## src/rtl/vec_alu_seq_pkg.sv

```systemverilog
// Shared constants, opcodes, FSM states and address packing for the vector ALU sequencer.
package vec_pkg;

    localparam int VLEN    = 8;
    localparam int NREG    = 8;
    localparam int DATA_W  = 32;
    localparam int REG_AW  = $clog2(NREG);
    localparam int ELEM_AW = $clog2(VLEN);
    localparam int ADDR_W  = REG_AW + ELEM_AW;

    localparam logic [3:0] OP_ADD = 4'd0;
    localparam logic [3:0] OP_SUB = 4'd1;
    localparam logic [3:0] OP_XOR = 4'd2;
    localparam logic [3:0] OP_OR  = 4'd3;
    localparam logic [3:0] OP_AND = 4'd4;
    localparam logic [3:0] OP_SLL = 4'd5;
    localparam logic [3:0] OP_SRL = 4'd6;
    localparam logic [3:0] OP_SRA = 4'd7;

    typedef enum logic [1:0] {IDLE, RUN, FIN} state_t;

    // Register-file address: register index in the high bits, element index in the low bits.
    function automatic logic [ADDR_W-1:0] pack_addr(input logic [REG_AW-1:0] r,
                                                    input logic [ELEM_AW-1:0] e);
        return {r, e};
    endfunction

endpackage

```

## src/rtl/vec_alu_seq_if.sv

```systemverilog
// Command handshake and register-file bus of the vector ALU sequencer.
// VSEQ_MASK_EN adds the per-element command mask.
interface vec_alu_seq_if;
    import vec_pkg::*;

    logic                cmd_valid;
    logic                cmd_ready;
    logic [3:0]          cmd_op;
    logic [REG_AW-1:0]   cmd_vd;
    logic [REG_AW-1:0]   cmd_vs1;
    logic [REG_AW-1:0]   cmd_vs2;
    logic [ELEM_AW:0]    cmd_vl;
`ifdef VSEQ_MASK_EN
    logic [VLEN-1:0]     cmd_mask;
`endif
    logic [ADDR_W-1:0]   rf_raddr1;
    logic [ADDR_W-1:0]   rf_raddr2;
    logic [DATA_W-1:0]   rf_rdata1;
    logic [DATA_W-1:0]   rf_rdata2;
    logic                rf_we;
    logic [ADDR_W-1:0]   rf_waddr;
    logic [DATA_W-1:0]   rf_wdata;
    logic                done;
    logic                err;
    logic [VLEN-1:0]     zmask;

    modport master (
        output cmd_valid, cmd_op, cmd_vd, cmd_vs1, cmd_vs2, cmd_vl,
`ifdef VSEQ_MASK_EN
        output cmd_mask,
`endif
        output rf_rdata1, rf_rdata2,
        input  cmd_ready, rf_raddr1, rf_raddr2, rf_we, rf_waddr, rf_wdata,
        input  done, err, zmask
    );

    modport slave (
        input  cmd_valid, cmd_op, cmd_vd, cmd_vs1, cmd_vs2, cmd_vl,
`ifdef VSEQ_MASK_EN
        input  cmd_mask,
`endif
        input  rf_rdata1, rf_rdata2,
        output cmd_ready, rf_raddr1, rf_raddr2, rf_we, rf_waddr, rf_wdata,
        output done, err, zmask
    );

endinterface

```

## src/rtl/vec_alu_seq_alu.sv

```systemverilog
// Shared 32-bit combinational scalar ALU; unknown opcodes produce zero.
module vec_alu_seq_alu
    import vec_pkg::*;
(
    input  logic [3:0]        op,
    input  logic [DATA_W-1:0] a,
    input  logic [DATA_W-1:0] b,
    output logic [DATA_W-1:0] result,
    output logic              zero
);

    always_comb begin
        result = '0;
        case (op)
            OP_ADD:  result = a + b;
            OP_SUB:  result = a - b;
            OP_XOR:  result = a ^ b;
            OP_OR:   result = a | b;
            OP_AND:  result = a & b;
            OP_SLL:  result = a << b[4:0];
            OP_SRL:  result = a >> b[4:0];
            OP_SRA:  result = $unsigned($signed(a) >>> b[4:0]);
            default: result = '0;
        endcase
    end

    assign zero = (result == '0);

endmodule

```

## src/rtl/vec_alu_seq.sv

```systemverilog
// Vector ALU sequencer: streams one element per cycle through the shared scalar ALU.
// Optional per-element write mask enabled by defining VSEQ_MASK_EN.
module vec_alu_seq
    import vec_pkg::*;
(
    input  logic          clk,
    input  logic          rst_n,
    vec_alu_seq_if.slave  bus
);

    state_t              state;
    logic [3:0]          op_q;
    logic [REG_AW-1:0]   vd_q;
    logic [REG_AW-1:0]   vs1_q;
    logic [REG_AW-1:0]   vs2_q;
    logic [ELEM_AW:0]    vl_q;
    logic [ELEM_AW-1:0]  elem;
    logic [DATA_W-1:0]   alu_result;
    logic                alu_zero;
    logic                elem_on;
    logic                elem_last;
`ifdef VSEQ_MASK_EN
    logic [VLEN-1:0]     mask_q;
    assign elem_on = mask_q[elem];
`else
    assign elem_on = 1'b1;
`endif

    assign bus.rf_raddr1 = pack_addr(vs1_q, elem);
    assign bus.rf_raddr2 = pack_addr(vs2_q, elem);
    assign elem_last     = (({1'b0, elem} + (ELEM_AW+1)'(1)) == vl_q);

    vec_alu_seq_alu u_alu (
        .op     (op_q),
        .a      (bus.rf_rdata1),
        .b      (bus.rf_rdata2),
        .result (alu_result),
        .zero   (alu_zero)
    );

    // cmd_ready is registered so it stays low through reset and for the cycle carrying done.
    always_ff @(posedge clk) begin
        if (!rst_n) begin
            state         <= IDLE;
            bus.cmd_ready <= 1'b0;
            bus.rf_we     <= 1'b0;
            bus.rf_waddr  <= '0;
            bus.rf_wdata  <= '0;
            bus.done      <= 1'b0;
            bus.err       <= 1'b0;
            bus.zmask     <= '0;
            op_q          <= '0;
            vd_q          <= '0;
            vs1_q         <= '0;
            vs2_q         <= '0;
            vl_q          <= '0;
            elem          <= '0;
`ifdef VSEQ_MASK_EN
            mask_q        <= '0;
`endif
        end else begin
            bus.rf_we <= 1'b0;
            bus.done  <= 1'b0;
            bus.err   <= 1'b0;
            case (state)
                IDLE: begin
                    if (bus.cmd_ready && bus.cmd_valid) begin
                        bus.cmd_ready <= 1'b0;
                        op_q          <= bus.cmd_op;
                        vd_q          <= bus.cmd_vd;
                        vs1_q         <= bus.cmd_vs1;
                        vs2_q         <= bus.cmd_vs2;
                        vl_q          <= bus.cmd_vl;
                        elem          <= '0;
                        bus.zmask     <= '0;
`ifdef VSEQ_MASK_EN
                        mask_q        <= bus.cmd_mask;
`endif
                        if (bus.cmd_vl == '0 || bus.cmd_op > OP_SRA)
                            state <= FIN;
                        else
                            state <= RUN;
                    end else begin
                        bus.cmd_ready <= 1'b1;
                    end
                end
                RUN: begin
                    bus.rf_we       <= elem_on;
                    bus.rf_waddr    <= pack_addr(vd_q, elem);
                    bus.rf_wdata    <= alu_result;
                    bus.zmask[elem] <= alu_zero & elem_on;
                    if (elem_last) begin
                        state    <= IDLE;
                        bus.done <= 1'b1;
                    end else begin
                        elem <= elem + ELEM_AW'(1);
                    end
                end
                FIN: begin
                    bus.done <= 1'b1;
                    bus.err  <= (op_q > OP_SRA);
                    state    <= IDLE;
                end
                default: state <= IDLE;
            endcase
        end
    end

endmodule

```

## src/flat_wrapper.sv

```systemverilog
// flat-port wrapper written by rule: the top's interface ports become plain ports
module vec_alu_seq_flat import vec_pkg::*;
  (clk, rst_n, bus_cmd_valid, bus_cmd_op, bus_cmd_vd, bus_cmd_vs1, bus_cmd_vs2, bus_cmd_vl, bus_rf_rdata1, bus_rf_rdata2, bus_cmd_ready, bus_rf_raddr1, bus_rf_raddr2, bus_rf_we, bus_rf_waddr, bus_rf_wdata, bus_done, bus_err, bus_zmask);
  vec_alu_seq_if bus_i ();
  input  logic clk;
  input  logic rst_n;
  input wire logic [$bits(bus_i.cmd_valid)-1:0] bus_cmd_valid;
  input wire logic [$bits(bus_i.cmd_op)-1:0] bus_cmd_op;
  input wire logic [$bits(bus_i.cmd_vd)-1:0] bus_cmd_vd;
  input wire logic [$bits(bus_i.cmd_vs1)-1:0] bus_cmd_vs1;
  input wire logic [$bits(bus_i.cmd_vs2)-1:0] bus_cmd_vs2;
  input wire logic [$bits(bus_i.cmd_vl)-1:0] bus_cmd_vl;
  input wire logic [$bits(bus_i.rf_rdata1)-1:0] bus_rf_rdata1;
  input wire logic [$bits(bus_i.rf_rdata2)-1:0] bus_rf_rdata2;
  output wire logic [$bits(bus_i.cmd_ready)-1:0] bus_cmd_ready;
  output wire logic [$bits(bus_i.rf_raddr1)-1:0] bus_rf_raddr1;
  output wire logic [$bits(bus_i.rf_raddr2)-1:0] bus_rf_raddr2;
  output wire logic [$bits(bus_i.rf_we)-1:0] bus_rf_we;
  output wire logic [$bits(bus_i.rf_waddr)-1:0] bus_rf_waddr;
  output wire logic [$bits(bus_i.rf_wdata)-1:0] bus_rf_wdata;
  output wire logic [$bits(bus_i.done)-1:0] bus_done;
  output wire logic [$bits(bus_i.err)-1:0] bus_err;
  output wire logic [$bits(bus_i.zmask)-1:0] bus_zmask;
  assign bus_i.cmd_valid = bus_cmd_valid;
  assign bus_i.cmd_op = bus_cmd_op;
  assign bus_i.cmd_vd = bus_cmd_vd;
  assign bus_i.cmd_vs1 = bus_cmd_vs1;
  assign bus_i.cmd_vs2 = bus_cmd_vs2;
  assign bus_i.cmd_vl = bus_cmd_vl;
  assign bus_i.rf_rdata1 = bus_rf_rdata1;
  assign bus_i.rf_rdata2 = bus_rf_rdata2;
  assign bus_cmd_ready = bus_i.cmd_ready;
  assign bus_rf_raddr1 = bus_i.rf_raddr1;
  assign bus_rf_raddr2 = bus_i.rf_raddr2;
  assign bus_rf_we = bus_i.rf_we;
  assign bus_rf_waddr = bus_i.rf_waddr;
  assign bus_rf_wdata = bus_i.rf_wdata;
  assign bus_done = bus_i.done;
  assign bus_err = bus_i.err;
  assign bus_zmask = bus_i.zmask;
  vec_alu_seq u_core (.clk(clk), .rst_n(rst_n), .bus(bus_i));
endmodule
```

## config.mk

```make
export PLATFORM = sky130hd
export DESIGN_NAME = vec_alu_seq_flat
export DESIGN_NICKNAME = d
export VERILOG_FILES = /design/src/rtl/vec_alu_seq_pkg.sv /design/src/rtl/vec_alu_seq_if.sv /design/src/rtl/vec_alu_seq_alu.sv /design/src/rtl/vec_alu_seq.sv /design/src/flat_wrapper.sv
export SDC_FILE = /design/constraint.sdc
export NUM_CORES = 1
export LEC_CHECK = 0
export ABC_AREA = 1
export CAP_MARGIN = 10
export CORE_UTILIZATION = 30
export DETAILED_ROUTE_END_ITERATION = 16
export PLACE_DENSITY = 0.56
export SYNTH_ARGS = -nofsm -noshare
export SYNTH_HDL_FRONTEND = slang
export SYNTH_SLANG_ARGS = --single-unit
```

## constraint.sdc

```tcl
create_clock -name clk -period 9.4 [get_ports clk]
set_clock_uncertainty 0.1 [all_clocks]
set_input_delay 1.88 -clock clk [delete_from_list [all_inputs] [get_ports clk]]
set_output_delay 1.88 -clock clk [all_outputs]
set_load 0.02 [all_outputs]
```

==> flow_metrics.tcl, run 1 <==
set metrics [dict create \
    crit_path_start_kind "input port" \
    reg2reg_to "u_core.bus.zmask[5]" \
    cap_violations 0 \
    drc_errors 0 \
    n_antenna_cell 0 \
    die_h_um 201.3 \
    setup_tns_ns 0 \
    cts_sinks 72 \
    cts.path.max_buffers 2 \
    h-tree-depth 3 \
    layout.cells.most_common "nand2_1" \
    crit_family "simple AND/OR/NAND/NOR gates" \
    status "complete, no violations" \
    async_reset_ff_share_pct 0 \
    drive_gt1_share_pct 4.823 \
    dpl_cell_area_um2 13590 \
    crit_fanout 37 \
    antenna_found_initial 0 \
    clk_latency_ns 0.33 \
    hold_depth 2 \
    first_pass_iters 6 \
    postSynthAreaPerCell_um2 5.468 \
    hold_end "u_core.vd_q[1]" \
    track_usage_pct 25.48 \
    grt_setup_unrepaired "no" \
    mostFrequentLayoutCells "688 x nand2_1, 349 x nand3_1, 262 x inv_1" \
    rr_worst_depth 21 \
    cpMostUsedCell "nand2_1" \
    relSlewSlack_pct 34.96 \
    period_minus_slack_ns 6.825 \
    postSynthCellCount 2179 \
    ys_seq_area_share_pct 12.10 \
    vias_per_cell 5.227 \
    num_rows 72 \
    worst-setup-path-type "input port to register" \
    coreArea_um2 38920 \
    tritoncts "done" \
    vias 14520 \
    synth.distinct_cells 50 \
    synth_nets 2365 \
    layout.nets 2441 \
    ir_worst_vdd_uv 84.54 \
    p_per_area_nw_per_um2 149.2 \
    synth_area_leader_cell "nand2_1" \
    clock.fmax_mhz 146.5 \
    wl_per_cell_um 18.93 \
    ys_ff_latch 72 \
    grt_pass1_vias 13670 \
    holdCritStartpoint "u_core.vd_q[1]" \
    synth_area_leaders "nand2_1 22%, nand3_1 15%, dfxtp_1 12%, ha_1 11%, inv_1 8.3%" \
    post_cts_buffers 0 \
    grt_max_degree 78 \
    cts-hold-fix-buffers 0 \
    synthFlopType "dfxtp_1" \
    grt_overflow_total 0 \
    rrSetupSlack_ns 4.57 \
    cpPeakStageDelay_ns 0.53 \
    cp.required_ns 9.55 \
    worst_slew_pin_slew_ns 0.9755 \
    start_util_pct 30.62 \
    cts_resized 0 \
    cpMaxStageDelayCell "inv_4" \
    synth-edff-count 0 \
    critPathBufInv 3 \
    die-area_um2 40520 \
    min_path_type "register to register" \
    place_hpwl_mm 42.46 \
    die_w_um 201.3 \
    drtAntennaViolNets 0 \
    gp_congestion 0.9942 \
    drtIter0Drc 1373 \
    drt-total-wl_mm 52.58 \
    power_mw 2.072 \
    period_share_pct 72.61 \
    end_kind "register" \
    grt_pass1_wl_mm 79.91 \
    ys_warn_count 0 \
    hold_violations 0 \
    yosysTopAreaCellShare_pct 21.67 \
    cts_root_buf "clkbuf_16" \
    area_growth_pct 16.52 \
    setup_viol 0 \
    io_buffers 145 \
    worst_hold_slack_ns 0.3562 \
    cts_buffers 9 \
    synth_area_um2 11920 \
    leakage_nw 7.187 \
    io_pins 146 \
    clkTransAtPathRegs_ns 0.06 \
    r2r-start "u_core.op_q[3]" \
    stdcell_area_um2 13880 \
    cp.arrival_ns 6.98 \
    slew_viol_final 0 \
]
-- synth_stat cells, types with 11 or more instances --
| master | count |
|---|---|
| buf_4 | 14 |
| o21ai_0 | 67 |
| buf_2 | 18 |
| ha_1 | 101 |
| o211ai_1 | 39 |
| dfxtp_1 | 72 |
| nand4_1 | 18 |
| nand2_2 | 23 |
| nand2_1 | 688 |
| nand3_2 | 11 |
| nor3_1 | 21 |
| nor2_1 | 199 |
| nand3_1 | 349 |
| inv_1 | 262 |
| a21oi_1 | 98 |
| clkbuf_1 | 42 |
| xor2_1 | 32 |
-- worst max-delay path by stage --
| stage | from | to | slack (ns) | cells after the start |
|---|---|---|---|---|
| finish | bus_rf_rdata2[0] | u_core.bus.zmask[5] | 2.57 | 30 |
| floorplan | bus_rf_rdata2[1] | u_core.bus.zmask[4] | 3.86 | 30 |
| global route | bus_rf_rdata2[0] | u_core.bus.zmask[5] | 2.07 | 29 |
| detailed placement | bus_rf_rdata2[0] | u_core.bus.zmask[6] | 2.30 | 30 |
| global placement | bus_rf_rdata2[0] | u_core.bus.zmask[2] | 2.30 | 30 |
| CTS | bus_rf_rdata2[0] | u_core.bus.zmask[6] | 2.63 | 30 |
-- power breakdown --
part / switching [mW] / total, mW / internal [mW]
Combinational: 0.930 / 1.36 / 0.429
Clock: 0.134 / 0.322 / 0.188
Sequential: 0.0320 / 0.391 / 0.359
-- metal layers --
layer / track usage [%] / part of all wire, % / vias up
met5: 0 / 0 / -
met4: 9.091 / 3.6 / 0
met3: 1.976 / 5.3 / 80
met2: 40.90 / 44 / 527
met1: 35.56 / 47 / 6721
li1: - / - / 7193
-- tightest hold or removal path, cell delays in order (launching register included) --
cell,delay (ns)
dfxtp_1,0.30
inv_1,0.06
a21oi_1,0.05
-- cell families (layout without fill, tap and decap cells) --
logic type | Yosys count | after routing | synth area share [%]
DFF | 72 | 72 | 12.10
and+or+nand+nor | 1370 | 1370 | 50.67
adders and majority gates | 102 | 102 | 10.77
AOI/OAI and AO/OA | 231 | 231 | 11.06
xor gates and xnor gates | 33 | 33 | 2.426
buffers and inverters | 371 | 452 | 12.98
-- layout make-up --
cell class	count	area (um2)
Fill cell	4478	25030
Multi-Input combinational cell	1736	8930
Timing Repair Buffer	158	1534
Sequential cell	72	1441
Inverter	278	1046
Tap cell	518	648.1
Clock buffer	11	242.7
Clock inverter	5	41.29
-- sequential cells by signal, summed over array words and instances, names as in the netlist --
name / cells
u_core.bus.rf_wdata: 32
u_core.bus.zmask: 8
u_core.bus.rf_waddr: 6
u_core.op_q: 4
u_core.vl_q: 4
u_core.elem: 3
u_core.vd_q: 3
u_core.vs1_q: 3
u_core.vs2_q: 3
u_core.state: 2
u_core.bus.cmd_ready: 1
u_core.bus.done: 1
u_core.bus.err: 1
u_core.bus.rf_we: 1
-- per-stage QoR --
stage                     instances  util (%)  setup WS (ns)
after floorplan                2179         -          3.858
after global placement         2761     34.92          2.300
after detailed placement       2761     34.92          2.302
after CTS                      2777     35.65          2.629
after global routing           2778     35.67          2.068
final                          2778     35.67          2.575
No activity file was read; power rests on OpenSTA's default activity.
==> run 2, diff against run 1 <==
==> constraint.sdc (replaced) <==
create_clock -name clk -period 6.6 [get_ports clk]
set_clock_uncertainty 0.1 [all_clocks]
set_input_delay 1.32 -clock clk [delete_from_list [all_inputs] [get_ports clk]]
set_output_delay 1.32 -clock clk [all_outputs]
set_load 0.02 [all_outputs]
==> run 2 against run 1 <==
Effect of this change: hold slack improved by 0.0034 ns; via count barely moved; clock power is 49% higher; critical path type unchanged; highest routed layer unchanged.
==> flow_metrics.tcl, run 2 (synthesized netlist as in run 1, its figures left out) <==
set metrics [dict create \
    grt_pass1_wl_mm 79.64 \
    slew_viol_final 0 \
    setup_tns_ns 0 \
    stdcell_area_um2 13900 \
    area_growth_pct 16.70 \
    grt_pass1_vias 13630 \
    track_usage_pct 25.24 \
    first_pass_iters 8 \
    fillers 4406 \
    min_path_type "register to register" \
    drive_gt1_share_pct 4.863 \
    cts-hold-fix-buffers 0 \
    cpMostUsedCell "nor2_1" \
    die_w_um 201.3 \
    cp.depth 28 \
    h-tree-depth 3 \
    setup_viol 0 \
    grt_setup_unrepaired "no" \
    num_rows 72 \
    gp_congestion 0.9959 \
    ir_worst_vdd_uv 131.1 \
    cp.arrival_ns 5.80 \
    hold_violations 0 \
    period_share_pct 85.71 \
    grt_max_degree 78 \
    coreArea_um2 38920 \
    cts_buffers 9 \
    holdCritStartpoint "u_core.vd_q[1]" \
    vias 14530 \
    crit_fanout 19 \
    hold_depth 2 \
    largest_register_ff_count 32 \
    startpoint "bus_rf_rdata2[4]" \
    drt-total-wl_mm 51.98 \
    start_util_pct 30.62 \
    crit_path_start_kind "input port" \
    end_kind "register" \
    grt_overflow_total 0 \
    reg_top3 "u_core.bus.rf_wdata: 32 flops, u_core.bus.zmask: 8 flops, u_core.bus.rf_waddr: 6 flops" \
    cpPeakStageDelay_ns 0.50 \
    largest_register "u_core.bus.rf_wdata" \
    die-area_um2 40520 \
    place_hpwl_mm 41.99 \
    cts_sinks 72 \
    mostFrequentLayoutCells "688 x nand2_1, 349 x nand3_1, 262 x inv_1" \
    tritoncts "done" \
    drtIter0Drc 1327 \
    rr_worst_depth 22 \
    leakage_nw 7.195 \
    r2r-start "u_core.op_q[3]" \
    clk_latency_ns 0.33 \
    layout.cells.most_common "nand2_1" \
    drc_errors 0 \
    p_per_area_nw_per_um2 213.3 \
    clkTransAtPathRegs_ns 0.06 \
    worst_slew_pin_slew_ns 0.9879 \
    cts_root_buf "clkbuf_16" \
    crit_family "simple AND/OR/NAND/NOR gates" \
    worst-setup-path-type "input port to register" \
    dp_cells 2763 \
    die_h_um 201.3 \
    layout.nets 2443 \
    critPathBufInv 2 \
    cts.path.max_buffers 2 \
    cpMaxStageDelayCell "clkdlybuf4s50_1" \
    cp.required_ns 6.75 \
    vias_per_cell 5.226 \
    cap_violations 0 \
    drtAntennaViolNets 0 \
    clock.fmax_mhz 176.8 \
    period_minus_slack_ns 5.657 \
    dpl_cell_area_um2 13610 \
    io_buffers 145 \
    io_pins 146 \
    cts_resized 0 \
    status "complete, no violations" \
    post_cts_buffers 0 \
    wl_per_cell_um 18.69 \
    antenna_found_initial 0 \
    instances_no_fill 2781 \
    relSlewSlack_pct 34.14 \
]
## run 2: changes by cell type in the layout (fill, tap and decap cells not counted), sizes merged
cell,change
clkinv,-1
diode,+1
inv,-1
clkinvlp,+1
buf,+3
clkbuf,-1
bufinv,+1
## run 2: layout make-up
| class | count | area (um2) | area share [%] |
|---|---|---|---|
| Clock inverter | 5 | 57.56 | 0.4139 |
| Timing Repair Buffer | 160 | 1546 | 11.12 |
| Multi-Input combinational cell | 1736 | 8930 | 64.22 |
| Sequential cell | 72 | 1441 | 10.37 |
| Antenna cell | 1 | 2.502 | 0.01800 |
| Clock buffer | 11 | 232.7 | 1.674 |
| Tap cell | 518 | 648.1 | 4.661 |
| Inverter | 278 | 1046 | 7.523 |
## run 2: path summary, 6_finish.rpt
path | slack [ns] | endpoint
min | 0.36 | u_core.bus.rf_waddr[4]
max reg2reg | 2.00 | u_core.bus.zmask[6]
min reg2reg | 0.36 | u_core.bus.rf_waddr[4]
max | 0.94 | u_core.bus.zmask[6]
## run 2: per-layer routing
layer,GRT usage (%),vias to the layer above,share of wire (%)
met2,40.60,481,44
met5,0,-,0
met3,1.717,80,5.4
met1,35.46,6773,47
li1,-,7200,-
met4,8.577,0,3.6
## run 2: worst min-delay path, stage by stage, from the launching register on
cell and delay, ns:
dfxtp_1 0.29, inv_1 0.06, a21oi_1 0.06
## run 2: power by group
part           total [mW]  switching, mW  internal (mW)  leakage (nW)
Sequential          0.558         0.0474          0.511         0.586
Combinational        1.93           1.32          0.611          6.48
Clock               0.479          0.187          0.292         0.132
Total                2.97           1.55           1.41          7.20
## run 2: stage by stage
| step | hold slack (ns) | total power [mW] | util, % | setup WS, ns |
|---|---|---|---|---|
| floorplan | 0.3297 | 1.756 | - | 1.618 |
| finish | 0.3596 | 2.966 | 35.73 | 0.9432 |
| CTS | 0.3628 | 2.959 | 35.71 | 1.002 |
| global placement | 0.3416 | 2.463 | 34.96 | 0.7444 |
| global route | 0.3739 | 3.201 | 35.72 | 0.4127 |
| detailed placement | 0.3490 | 2.467 | 34.96 | 0.6732 |
==> run 3, diff against run 2 <==
--- a/config.mk
+++ b/config.mk
@@ -5,11 +5,10 @@
 export SDC_FILE = /design/constraint.sdc
 export NUM_CORES = 1
 export LEC_CHECK = 0
-export ABC_AREA = 1
 export CAP_MARGIN = 10
 export CORE_UTILIZATION = 30
 export DETAILED_ROUTE_END_ITERATION = 16
-export PLACE_DENSITY = 0.56
+export PLACE_DENSITY = 0.57
 export SYNTH_ARGS = -nofsm -noshare
 export SYNTH_HDL_FRONTEND = slang
 export SYNTH_SLANG_ARGS = --single-unit
==> run 3 against run 2 <==
Effect of this change: total power fell by 23%; fmax down 11%; largest cell class unchanged; critical path type unchanged; register-to-register slack worse by 0.70 ns; critical endpoint is now u_core.bus.zmask[4].
==> flow_metrics.tcl, run 3 <==
set metrics [dict create \
    status "complete, no violations" \
    p_int_mw 1.320 \
    setup_viol 0 \
    layout.nets 1835 \
    reg2reg_to "u_core.bus.zmask[4]" \
    cap_violations 0 \
    drive_gt1_share_pct 16.38 \
    swShare_pct 42.02 \
    synth_area_leader_cell "dfxtp_1" \
    hold_end "u_core.vd_q[1]" \
    crit_fanout 8 \
    period_minus_slack_ns 6.338 \
    clk_latency_ns 0.33 \
    synth_common_cells "161 x nand2_1, 141 x nor2_1, 101 x ha_1" \
    num_rows 70 \
    pwr-share-comb_pct 56.1 \
    synthFlopType "dfxtp_1" \
    die_h_um 194.3 \
    leakage_nw 5.722 \
    power_mw 2.277 \
    synth-edff-count 0 \
    track_usage_pct 30.57 \
    place_hpwl_mm 45.77 \
    antenna_found_initial 2 \
    slew_viol_final 0 \
    synth_nets 1634 \
    synth_area_um2 11090 \
    hold_depth 2 \
    worst_slew_pin_slew_ns 1.085 \
    mostFrequentLayoutCells "161 x nand2_1, 152 x buf_4, 143 x clkdlybuf4s50_1" \
    period_share_pct 96.02 \
    pwr-share-seq_pct 20.6 \
    postSynthAreaPerCell_um2 7.658 \
    worst-setup-path-type "input port to register" \
    holdCritStartpoint "u_core.vd_q[1]" \
    hold_violations 0 \
    clkTransAtPathRegs_ns 0.06 \
    cts_buffers 9 \
    end_kind "register" \
    post-synth-top-count-cell "nand2_1" \
    dpl_cell_area_um2 13840 \
    worst_hold_slack_ns 0.3579 \
    largest_register_ff_count 32 \
    io_pins 146 \
    ys_ff_latch 72 \
    drtAntennaViolNets 0 \
    synth.distinct_cells 77 \
    cpPeakStageDelay_ns 0.63 \
    postSynthCellCount 1448 \
    cts_sinks 72 \
    multiInputGateArea_um2 8957 \
    vias 13200 \
    rrSetupSlack_ns 1.30 \
    async_reset_ff_share_pct 0 \
    yosysTopAreaCellShare_pct 13.00 \
    cts_root_buf "clkbuf_16" \
    die_w_um 194.3 \
    seq_area_um2 1441 \
    gp_congestion 1.121 \
    ys_seq_area_share_pct 13.00 \
    layout.cells.most_common "nand2_1" \
    cp.required_ns 6.75 \
    stdcell_area_um2 14190 \
    relSlewSlack_pct 27.53 \
    clock_power_share_pct 23.3 \
    grt_pass1_vias 12550 \
    reg_top3 "u_core.bus.rf_wdata: 32 flops, u_core.bus.zmask: 8 flops, u_core.bus.rf_waddr: 6 flops" \
    min_path_type "register to register" \
    first_pass_iters 7 \
    clock.fmax_mhz 157.8 \
    drtIter0Drc 1462 \
    grt_setup_unrepaired "no" \
    cp.arrival_ns 6.49 \
    n_antenna_cell 0 \
    synth_area_leaders "dfxtp_1 13%, ha_1 11%, mux4_2 10%, nand2_1 5.4%, mux2i_1 5.1%" \
    ir_worst_vdd_uv 135.3 \
    p_per_area_nw_per_um2 160.5 \
    cpMaxStageDelayCell "or4_1" \
    r2r-start "u_core.op_q[0]" \
    tritoncts "done" \
    largest_register "u_core.bus.rf_wdata" \
    fin_util_pct 38.85 \
    grt_overflow_total 0 \
    netSwitchingPower_mw 0.9566 \
    grt_pass1_wl_mm 85.88 \
    vias_per_cell 6.220 \
    area_growth_pct 27.95 \
    drc_errors 0 \
    fillers 3703 \
    crit_path_start_kind "input port" \
    ys_warn_count 0 \
    crit_chain "clkdlybuf4s50_1 -> or4_1 -> nor2_2 -> nand4_1 -> nor2_1 -> a21oi_1 -> xnor2_1 -> ha_1 -> a21oi_1 -> o21a_1 -> nor3_1 -> or4_1 -> a211oi_1 -> buf_4 -> nand4_1 -> or4_1 -> nor4_2 -> nand4_2 -> buf_4 -> o22ai_1" \
    drt-total-wl_mm 58.92 \
    cpMostUsedCell "or4_1" \
    coreArea_um2 36520 \
    cts.path.max_buffers 2 \
    start_util_pct 30.36 \
    die-area_um2 37740 \
    grt_max_degree 70 \
    h-tree-depth 3 \
    io_buffers 145 \
    rr_worst_depth 15 \
    wl_per_cell_um 27.77 \
]
## run 3: layout make-up
type                       instances  share of cell area (%)
multi-input combinational       1190                   63.13
clock buffer                       9                   1.587
tap                              468                   4.127
sequential                        72                   10.16
inverter                          80                   2.116
clock inverter                     7                  0.7143
timing repair buffer             296                   18.17
## run 3: worst max path at each step
stage                                 start                  end  slack, ns  depth (start not counted)
final                     bus_rf_rdata2[12]  u_core.bus.zmask[4]       0.26                         20
after global routing       bus_rf_rdata2[6]  u_core.bus.zmask[4]      0.002                         21
after CTS                 bus_rf_rdata2[10]  u_core.bus.zmask[1]       0.13                         19
after detailed placement  bus_rf_rdata2[10]  u_core.bus.zmask[1]      -0.21                         19
after global placement    bus_rf_rdata2[10]  u_core.bus.zmask[1]      -0.07                         19
after floorplan            bus_rf_rdata2[2]  u_core.bus.zmask[0]       0.54                         18
## run 3: cells by family after synthesis
family	count (synthesis)	share of synthesized area (%)
compound gates	407	24.47
xor+xnor	50	3.949
fa+ha+maj	102	11.58
buf+inv	186	6.713
flops	72	13.00
mux	130	18.70
simple gates	501	21.60
## run 3: power groups by stage
stage / combinational (mW) / sequential (mW) / clock (mW)
2_1_floorplan: 0.655 / 0.493 / 0
3_3_place_gp: 1.23 / 0.478 / 0
3_5_place_dp: 1.24 / 0.479 / 0
4_1_cts: 1.24 / 0.469 / 0.543
5_1_grt: 1.35 / 0.471 / 0.558
6_report: 1.28 / 0.469 / 0.530
## run 3: what timing repair did
| action | CTS | global route |
|---|---|---|
| hold endpoints to repair | 0 | 0 |
| buffers inserted | 0 | 1 |
| resized for setup | 0 | 4 |
| hold buffers | 0 | 0 |
| endpoints found under the setup margin | 0 | 8 |
## run 3: critical path: cells and delay by family
kind | cells | cell delay [ns]
adder cells (fa/ha/maj) | 1 | 0.34
buffers and inverters | 3 | 0.88
XOR/XNOR | 1 | 0.17
AO/OA/AOI/OAI | 5 | 0.88
AND/OR/NAND/NOR | 10 | 2.90
## run 3: metal layers
metal	routed length [um]	track usage (%)	vias to the layer above
met3	5200	4.766	153
met5	13	0	-
met1	25650	42.95	6406
li1	-	-	5836
met2	25120	45.59	802
met4	2946	14.11	2
## run 3: metrics by stage
step | TNS, ns | setup WS [ns] | std cells
after floorplan | 0 | 0.5418 | 1448
after global placement | -0.5132 | -0.06723 | 2105
after detailed placement | -1.609 | -0.2129 | 2105
after CTS | 0 | 0.1329 | 2121
after global routing | 0 | 0.002192 | 2122
final | 0 | 0.2625 | 2122
